--- src/rtl/sync_fifo_flex.sv ---
// Parametrised single-clock FIFO with occupancy count, almost-full/almost-empty
// thresholds, sticky overflow/underflow flags and a build-time FWFT output mode.
module sync_fifo_flex #(
  parameter int DATA_W   = 32,
  parameter int DEPTH    = 8,
  parameter int AF_LEVEL = DEPTH - 2,
  parameter int AE_LEVEL = 2,
  parameter bit FWFT     = 1'b0,
  localparam int ADDR_W  = $clog2(DEPTH)
) (
  input  logic              CLK,
  input  logic              reset_n,
  input  logic [DATA_W-1:0] din,
  input  logic              wr_en,
  output logic              wr_rdy,
  output logic              full,
  output logic              almost_full,
  input  logic              rd_en,
  output logic              rd_rdy,
  output logic              empty,
  output logic              almost_empty,
  output logic [DATA_W-1:0] dout,
  output logic [ADDR_W:0]   count,
  output logic              overflow,
  output logic              underflow,
  input  logic              clr_err
);

  localparam int CNT_W = ADDR_W + 1;
  localparam logic [CNT_W-1:0] FULL_CNT = CNT_W'(DEPTH);
  localparam logic [CNT_W-1:0] AF_CNT   = CNT_W'(AF_LEVEL);
  localparam logic [CNT_W-1:0] AE_CNT   = CNT_W'(AE_LEVEL);

  logic [DATA_W-1:0] mem [DEPTH];
  logic [ADDR_W-1:0] wr_ptr;
  logic [ADDR_W-1:0] rd_ptr;
  logic              wa;
  logic              ra;

  // Accept decisions look only at registered occupancy, never at the other port.
  assign wa = wr_en & ~full;
  assign ra = rd_en & ~empty;

  assign full         = (count == FULL_CNT);
  assign empty        = (count == '0);
  assign almost_full  = (count >= AF_CNT);
  assign almost_empty = (count <= AE_CNT);
  assign wr_rdy       = ~full;
  assign rd_rdy       = ~empty;

  // NOTE: the storage array has no reset so it maps onto plain RAM; only
  // pointers and count define which entries are valid.
  always_ff @(posedge CLK) begin
    if (wa) mem[wr_ptr] <= din;
  end

  // NOTE: all sequential state uses non-blocking assignments so every register
  // samples the pre-edge values of the others.
  always_ff @(posedge CLK or negedge reset_n) begin
    if (!reset_n) begin
      wr_ptr    <= '0;
      rd_ptr    <= '0;
      count     <= '0;
      overflow  <= 1'b0;
      underflow <= 1'b0;
    end else begin
      if (wa) wr_ptr <= wr_ptr + 1'b1;
      if (ra) rd_ptr <= rd_ptr + 1'b1;
      case ({wa, ra})
        2'b10:   count <= count + 1'b1;
        2'b01:   count <= count - 1'b1;
        default: count <= count;
      endcase
      // A new error event in the same cycle as clr_err keeps the flag set.
      overflow  <= (wr_en & full)  | (overflow  & ~clr_err);
      underflow <= (rd_en & empty) | (underflow & ~clr_err);
    end
  end

  generate
    if (FWFT) begin : g_fwft
      assign dout = empty ? '0 : mem[rd_ptr];
    end else begin : g_reg
      logic [DATA_W-1:0] dout_q;
      always_ff @(posedge CLK or negedge reset_n) begin
        if (!reset_n)  dout_q <= '0;
        else if (ra)   dout_q <= mem[rd_ptr];
      end
      assign dout = dout_q;
    end
  endgenerate

endmodule

--- config.mk ---
export PLATFORM = sky130hd
export DESIGN_NAME = sync_fifo_flex
export DESIGN_NICKNAME = d
export VERILOG_FILES = /design/src/rtl/sync_fifo_flex.sv
export SDC_FILE = /design/constraint.sdc
export NUM_CORES = 1
export LEC_CHECK = 0
export CAP_MARGIN = 5
export CORE_ASPECT_RATIO = 1.5
export CORE_MARGIN = 2
export CORE_UTILIZATION = 58
export DETAILED_ROUTE_END_ITERATION = 10
export HOLD_SLACK_MARGIN = 0.03
export MAX_ROUTING_LAYER = met4
export PLACE_DENSITY_LB_ADDON = 0.1
export SLEW_MARGIN = 25
export SYNTH_ARGS = -nofsm -noshare
export SYNTH_HDL_FRONTEND = slang
export SYNTH_SLANG_ARGS = --single-unit
--- constraint.sdc ---
create_clock -name CLK -period 4.6 [get_ports CLK]
set_input_delay 1.15 -clock CLK [delete_from_list [all_inputs] [get_ports CLK]]
set_output_delay 1.15 -clock CLK [all_outputs]
set_load 0.01 [all_outputs]
==> metrics, run 1 <==
Resize count post-CTS 0; Via density 5.82; run status finished clean; drt first pass iters 5; hpwl dp 13,200 um; clock root cell clkbuf_16; final instance area 0.0137 mm^2; fin crit share between 70% and 80%; layout cell share with drive strength beyond 1 between 10% and 20%; n_diodes 0; Post-CTS Hold Buffers 0; Cell variety after synth 36; Final Hold Fails 0; final RePlAce weighted congestion 0.749; # DRC 0; GR Overflow Total 0; pin count of the biggest net entering global routing 67; H-Tree Depth 1; #FFs+latches synth 300; final instance count without filler cells about 1,000; DP Cell Count 972; P per Cell Area 631 mW/mm^2; Worst-Skew Late Latency about 0.52 ns; Tightest Pin Transition roughly 1 ns; Worst Hold Class flop to flop; Area growth, synth to finish 18.3%; layout filler cell count 1,272; endpoints failing setup 0; Tmin final 3.40 ns; Mapped Cells ~660; met1 wire length 8960 um; WL final 22,400 um; WL met2 roughly 12,000 um; yosys warns 0; Max Cap Viol 0; DR iter-0 viols 427; nets 788; Post-synth EDFFs 256; clock sink count 300; GRT Util Overall 22.4%; commonest non-fill, non-tap cell in the layout edfxtp_1; CP Class flop to output pin; Site Rows 63; Syn Nets 700; R2R Setup Slk 1.89 ns; final slew viol count 0; Max Root-Sink Buffers 3; Mapped Area 0.0116 mm^2; post-route ant nets 0; Post-CTS Setup Inserts 0; total CTS buffers 27; Core Box Area 0.0196 mm^2; syn_area_per_cell between 15 and 20 um^2; vias in the first global route between 6,000 and 7,000; CTS tree built; I/O pin total just over 80; most frequent cells in the layout edfxtp_1, clkdlybuf4s50_1, mux2_2, mux2i_1, nand2_1; die height 177 um; first-pass GRT wire length 35,000 um; I/O Buffers 80; RSZ-0062 raised after global routing false; initial antenna violation count 0; Slew Limit Headroom about a third; CP Launch Type flop; Die Span X around 120 um; Die ar. 0.0211 mm^2; Async SR Flop Fraction 14.7%; Starting Density 58.9%; clk_skew 0.0156 ns; fmax 0.294 GHz; Critical Path AT 2.25 ns; DP Area 0.0126 mm^2; Vias 5,969; Top Metal Used met4; Setup TNS 0 ns; LEAKAGE 4.78 nW; Worst VDD drop 0.000590 V; Crit path required time 3.45 ns; crit path capture type output pin; met3 WL 867 um; Most used DFF post-synth edfxtp_1; routed len/inst approximately 22 um; clk slew on worst S/H paths roughly 0.060 ns; post-synthesis sequential area ratio between 70% and 80%; crit-path max FO 9
## worst max-delay path, cell delays in order, from the launching register on
cell and delay (ns):
dfrtp_1 0.48, or4_4 0.59, inv_1 0.10, clkdlybuf4s50_1 0.55
## cells by family after synthesis
group / count (synthesis) / share of synthesized area (%)
flip-flops: 300 / 76.0
multiplexers: 129 / 11.9
AO/OA/AOI/OAI: 104 / 6.32
AND/OR/NAND/NOR: 70 / 2.72
buffers and inverters: 42 / 1.96
XOR/XNOR: 8 / 0.606
adder cells (fa/ha/maj): 5 / 0.541
## where the power goes
part	leakage [nW]	total [mW]	switching [mW]	internal, mW
clock network	0.437	2.26	0.933	1.32
logic	1.49	2.55	1.34	1.21
registers	2.85	3.82	0.323	3.50
## path summary, 6_finish.rpt
| kind | from | to | cells past startpoint |
|---|---|---|---|
| max | count[2] | empty | 3 |
| min in group asynchronous | reset_n | dout[8] | 1 |
| max reg2reg | count[2] | count[2] | 10 |
| min reg2reg | dout[2] | dout[2] | 2 |
| max in group asynchronous | reset_n | rd_ptr[0] | 2 |
| min | dout[2] | dout[2] | 2 |
## cell type report
cell class                 instances  area, um^2  share of cell area [%]
sequential                       300        8790                    64.3
multi-input combinational        316        2620                    19.1
timing repair buffer              95        1020                    7.46
clock buffer                      32         704                    5.15
tap                              260         325                    2.38
clock inverter                    17         198                    1.44
inverter                           6        22.5                   0.165
## registers in the layout, summed over array words and instances (netlist names)
signal,cells
underflow,1
overflow,1
dout,32
wr_ptr,3
count,4
mem,256
rd_ptr,3
## cell usage after synthesis, drive strengths merged, types with 2 or more instances
library cell,instances,area [um^2]
o21ai,34,170
a21oi,2,10.0
mux2i,64,641
o221ai,25,219
nand2b,5,31.3
xor2,4,35.0
xnor2,4,35.0
mux2,65,732
inv,6,22.5
nor3,2,10.0
nor2,8,30.0
dfrtp,44,1100
a221o,7,70.1
ha,5,62.6
o22ai,7,43.8
nand2,48,183
nor3b,2,15.0
buf,23,154
clkbuf,13,50.0
a22oi,25,188
edfxtp,256,7690
## stage by stage
stage                     worst slack (ns)  total power [mW]  hold WS [ns]  util, %
after floorplan                      0.474              5.42         0.487        -
after global placement                1.23              6.34         0.466     64.4
after detailed placement              1.16              6.41         0.470     64.4
after CTS                             1.18              8.66         0.484     69.0
after global routing                  1.14              9.05         0.504     69.7
final                                 1.20              8.63         0.479     69.7
## per-layer routing
layer  vias up  GRT usage (%)
met5         -              -
met4         0           5.93
met3        31           3.00
met2       131           40.6
met1      3048           26.4
li1       2759              -
Note: power is estimated with default switching activity, not from simulation.
==> run 2, diff against run 1 <==
--- a/config.mk
+++ b/config.mk
@@ -8,7 +8,7 @@
 export CAP_MARGIN = 5
 export CORE_ASPECT_RATIO = 1.5
 export CORE_MARGIN = 2
-export CORE_UTILIZATION = 58
+export CORE_UTILIZATION = 53
 export DETAILED_ROUTE_END_ITERATION = 10
 export HOLD_SLACK_MARGIN = 0.03
 export MAX_ROUTING_LAYER = met4
==> constraint.sdc (replaced) <==
create_clock -name CLK -period 3.1 [get_ports CLK]
set_input_delay 0.775 -clock CLK [delete_from_list [all_inputs] [get_ports CLK]]
set_output_delay 0.775 -clock CLK [all_outputs]
set_load 0.01 [all_outputs]
==> run 2 against run 1 <==
Compared with the run above: global-route usage shrank 2.0 points; critical path depth is the same; combinational power grew 51%; worst setup slack lost 1.1 ns; wire length grew 0.69%; non-clock buffer count grew 10; largest cell class unchanged; largest power group unchanged; highest routed layer unchanged.
==> metrics, run 2 (synthesis gave the netlist of run 1 again) <==
drt first pass iters 4 (-1); CP Class flop to output pin; post-route ant nets 0 (unchanged); hpwl dp 13,600 um (+3.0%); Final Power 12.8 mW (+49%); final RePlAce weighted congestion 0.747 (-0.39%); Core Box Area 0.0216 mm^2 (+9.8%); I/O pin total 81 (unchanged); die height 185 um (+4.5%); routed len/inst 21.6 um (-1.4%); commonest non-fill, non-tap cell in the layout edfxtp_1; Worst-Skew Late Latency 0.53 ns (about the same); H-Tree Depth 1 (unchanged); clock sink count 300 (unchanged); Slew Limit Headroom 44.2% (+11 points); GRT Util Overall 20.4% (-2.0 points); I/O Buffers 80 (unchanged); RSZ-0062 raised after global routing false; Setup TNS 0 ns (unchanged); Die Span X 125 um (+4.5%); Die ar. 0.0230 mm^2 (+9.2%); Site Rows 66 (+4.8%); total CTS buffers 27 (unchanged); pin count of the biggest net entering global routing 67 (unchanged); most frequent cells in the layout edfxtp_1, clkdlybuf4s50_1, mux2_2, mux2i_1, nand2_1; Reg with most FFs mem; crit path capture type output pin; slowest stage delay, CP 0.59 ns (about the same); fin crit share 97.0%; fmax 0.333 GHz; Final Hold Fails 0 (unchanged); worst path cell trace or4_4, inv_1, clkdlybuf4s50_1; Area growth, synth to finish 18.7%; Tightest Pin Transition 0.837 ns (-0.164 ns); Max Cap Viol 0 (unchanged); Post-CTS Hold Buffers 0 (unchanged); CP Launch Type flop; Util after Layout 63.7% (-6.0 points); P per Cell Area 934 mW/mm^2 (+48%); max reg flops 256 (unchanged); # DRC 0 (unchanged); final slew viol count 0 (unchanged); CTS tree built; Critical Path AT 2.23 ns (-0.02 ns); vias in the first global route 6,485 (+2.0%); DP Worst Slack 0.265 ns (-0.893 ns); Worst Hold Class primary input to asynchronous set/reset pin; Via density 5.76 (-0.92%); CP max stage cell or4_4; Starting Density 53.7% (-5.3 points); Tmin final approximately 3.0 ns; WL final 22,600 um (+0.69%); Resize count post-CTS 0 (unchanged); Crit path required time 2.32 ns (-1.13 ns); n_diodes 0 (unchanged); DR iter-0 viols 332 (-22%); initial antenna violation count 0 (unchanged); delay-heaviest family, CP buffers and inverters; clk slew on worst S/H paths 0.07 ns (about the same); post-route setup slack 0.0925 ns (-1.11 ns); GR Overflow Total 0 (unchanged); run status finished clean; clk_skew 0.00989 ns (-0.00571 ns); Post-CTS Setup Inserts 0 (unchanged); layout cell share with drive strength beyond 1 19.8% (+1.7 points); Worst VDD drop 0.000762 V (+29%); clock root cell clkbuf_16; DP Cell Count 999 (+2.8%); LEAKAGE 4.82 nW (+0.94%); Buf/Inv on CP 2 (unchanged); crit-path max FO 9 (unchanged); final instance count without filler cells 1,048 (+2.1%); Vias 6,041 (+1.2%); Max Root-Sink Buffers 3 (unchanged); first-pass GRT wire length 35,500 um (+1.7%); endpoints failing setup 0 (unchanged); nets 798 (+1.3%)
run 2: final timing paths:
| kind | depth (start not counted) | end | start | slack (ns) |
|---|---|---|---|---|
| max in group asynchronous | 2 | rd_ptr[2] | reset_n | 2.26 |
| worst max-delay path | 3 | empty | count[2] | 0.09 |
| worst min register to register | 2 | dout[20] | dout[20] | 0.48 |
| worst max register to register | 10 | count[2] | count[2] | 0.47 |
| min in group CLK | 2 | dout[20] | dout[20] | 0.48 |
| worst min-delay path | 1 | rd_ptr[0] | reset_n | 0.27 |
run 2: layout make-up:
| cell class | count | area [um^2] |
|---|---|---|
| sequential | 300 | 8790 |
| multi-input combinational | 316 | 2630 |
| clock buffer | 30 | 728 |
| tap | 272 | 340 |
| inverter | 6 | 22.5 |
| fill | 1530 | 7820 |
| timing repair buffer | 105 | 1050 |
| clock inverter | 19 | 175 |
run 2: stage by stage:
step	hold WS (ns)	instance area, um^2
after floorplan	0.479	11600
after global placement	0.465	12800
after detailed placement	0.475	12800
after CTS	0.271	13700
after global routing	0.299	13700
final	0.266	13700
run 2: metal layers:
layer	GRT usage (%)	wire [um]	vias up
met2	36.9	12200	149
met3	3.00	998	44
met1	23.8	8980	3071
met5	-	0	-
met4	5.62	469	0
li1	-	-	2777
run 2: report_power, final:
part | switching (mW) | internal [mW]
Clock | 1.41 | 1.94
Sequential | 0.417 | 5.19
Combinational | 2.05 | 1.82
==> run 3, diff against run 2 <==
--- a/config.mk
+++ b/config.mk
@@ -5,7 +5,7 @@
 export SDC_FILE = /design/constraint.sdc
 export NUM_CORES = 1
 export LEC_CHECK = 0
-export CAP_MARGIN = 5
+export CAP_MARGIN = 10
 export CORE_ASPECT_RATIO = 1.5
 export CORE_MARGIN = 2
 export CORE_UTILIZATION = 53
@@ -13,6 +13,7 @@
 export HOLD_SLACK_MARGIN = 0.03
 export MAX_ROUTING_LAYER = met4
 export PLACE_DENSITY_LB_ADDON = 0.1
+export RECOVER_POWER = 100
 export SLEW_MARGIN = 25
 export SYNTH_ARGS = -nofsm -noshare
 export SYNTH_HDL_FRONTEND = slang
==> run 3 against run 2 <==
Compared with the run above: die area unchanged; flip-flop and latch count is the same; register-to-register slack worse by 0.24 ns; critical path depth did not move; wire length grew 0.13%; clock-buffer cell count unchanged; sequential power about the same; via count barely moved; non-clock buffer count unchanged; global-route usage unchanged; utilization shrank 0.50 points; first-iteration DRC count grew 2.1%; largest power group unchanged.
==> metrics, run 3 (synthesis gave the netlist of run 1 again) <==
hpwl dp 13,600 um (unchanged); die height 185 um (unchanged); Via density 5.76 (about the same); drt first pass iters 4 (unchanged); nets 798 (unchanged); clk slew on worst S/H paths 0.06 ns (about the same); total CTS buffers 27 (unchanged); pin count of the biggest net entering global routing 67 (unchanged); Starting Density 53.7% (unchanged); initial antenna violation count 1 (+1); Worst Hold Path EP dout[20]; max reg flops 256 (unchanged); Reg with most FFs mem; Worst-Skew Late Latency 0.53 ns (about the same); I/O Buffers 80 (unchanged); most frequent cells in the layout edfxtp_1, dlygate4sd3_1, mux2_2, mux2i_1, nand2_1; commonest non-fill, non-tap cell in the layout edfxtp_1; Post-CTS Hold Buffers 0 (unchanged); Setup TNS 0 ns (unchanged); Worst Hold Class flop to flop; CP Class flop to output pin; launch point of the worst hold path dout[20]; NetSw 3.82 mW (-1.4%); first-pass GRT wire length 35,500 um (unchanged); crit-path max FO 9 (unchanged); Worst VDD drop 0.000752 V (-1.3%); clock share of power 26.5% (+0.4 points); final RePlAce weighted congestion 0.747 (unchanged); Tmin final 2.99 ns (-0.0181 ns); Resize count post-CTS 0 (unchanged); post-route ant nets 0 (unchanged); Hold Crit Depth 2; clk_skew 0.00823 ns (-0.00166 ns); RSZ-0062 raised after global routing false; Slew Limit Headroom 1.40% (-43 points); fmax 0.335 GHz (+0.61%); Crit path required time 2.32 ns (about the same); Core Box Area 0.0216 mm^2 (unchanged); Tightest Pin Transition 1.48 ns (+0.642 ns); clock root cell clkbuf_16; r2r worst-path depth 5 (-5); CP Launch Type flop; crit path capture type output pin; Critical Path AT 2.21 ns (-0.02 ns); Post-CTS Setup Inserts 0 (unchanged); post-route setup slack 0.111 ns (+0.0181 ns); # DRC 0 (unchanged); endpoints failing setup 0 (unchanged); Int Pwr 8.80 mW (-1.7%); Vias 6,035 (-0.099%); Site Rows 66 (unchanged); P per Cell Area 927 mW/mm^2 (-0.82%); H-Tree Depth 1 (unchanged); Die ar. 0.0230 mm^2 (unchanged); LEAKAGE 4.81 nW (-0.33%); Die Span X 125 um (unchanged); clock sink count 300 (unchanged); sequential share of power 44.3% (+0.6 points); Comb pwr share 29.1% (-1.0 points); Max Cap Viol 0 (unchanged); Reg-to-Reg End mem[0][4]; Max Root-Sink Buffers 3 (unchanged); R2R Setup Slk 0.23 ns (-0.24 ns); DR iter-0 viols 339 (+2.1%); run status finished clean; Switching Fraction 30.3% (+0.072 points); n_diodes 0 (unchanged); WL final 22,600 um (+0.13%); CP startpoint count[2]; layout cell share with drive strength beyond 1 18.6% (-1.3 points); routed len/inst 21.6 um (+0.13%); GRT Util Overall 20.4% (unchanged); Area growth, synth to finish 17.8%; RR Startpoint count[1]; final slew viol count 0 (unchanged); GR Overflow Total 0 (unchanged); I/O pin total 81 (unchanged); Final Hold Fails 0 (unchanged); DP Worst Slack 0.265 ns (unchanged); CTS tree built; fin crit share 96.4% (-0.58 points); vias in the first global route 6,485 (unchanged)
==> run 3: cell types whose count changed in the layout (fill, tap and decap cells not counted), sizes merged <==
cell / delta
clkbuf: +16
clkdlybuf4s50: -74
buf: -16
dlygate4sd3: +74
==> run 3: cell type report <==
| type | instances | area (um^2) |
|---|---|---|
| Sequential cell | 300 | 8790 |
| Fill cell | 1547 | 7930 |
| Multi-Input combinational cell | 316 | 2600 |
| Clock inverter | 19 | 175 |
| Inverter | 6 | 22.5 |
| Clock buffer | 30 | 728 |
| Timing Repair Buffer | 105 | 962 |
| Tap cell | 272 | 340 |
==> run 3: power by group through the flow <==
stage	registers [mW]	logic, mW	clock network, mW
finish	5.60	3.68	3.35
global route	5.69	3.99	3.58
CTS	5.62	3.93	3.41
detailed placement	5.70	3.91	0
global placement	5.65	3.84	0
floorplan	5.65	2.39	0
==> run 3: layer usage <==
| metal | share of wire, % | up-vias | GRT usage [%] |
|---|---|---|---|
| met5 | 0 | - | - |
| met3 | 4.0 | 44 | 3.00 |
| met4 | 2.0 | 0 | 5.62 |
| met1 | 40 | 3064 | 23.8 |
| met2 | 54 | 145 | 36.9 |
| li1 | - | 2782 | - |
==> run 3: critical path, cell delays in order, from the launching register on <==
cell	delay (ns)
dfrtp_1	0.48
or4_4	0.58
inv_1	0.09
clkdlybuf4s50_1	0.55
==> run 3: worst max-delay path by stage <==
| stage | cells past startpoint | end |
|---|---|---|
| after global routing | 3 | empty |
| after floorplan | 3 | mem[2][0] |
| after global placement | 10 | count[2] |
| after detailed placement | 10 | count[2] |
| after CTS | 3 | empty |
| final | 3 | empty |
==> run 3: metrics by stage <==
stage	utilization [%]	instance area, um^2	power, mW	hold slack [ns]	instances
2_1_floorplan	-	11600	8.04	0.479	658
3_3_place_gp	59.5	12800	9.49	0.465	999
3_5_place_dp	59.5	12800	9.62	0.475	999
4_1_cts	63.7	13700	13.0	0.271	1048
5_1_grt	63.2	13600	13.3	0.507	1048
6_report	63.2	13600	12.6	0.472	1048
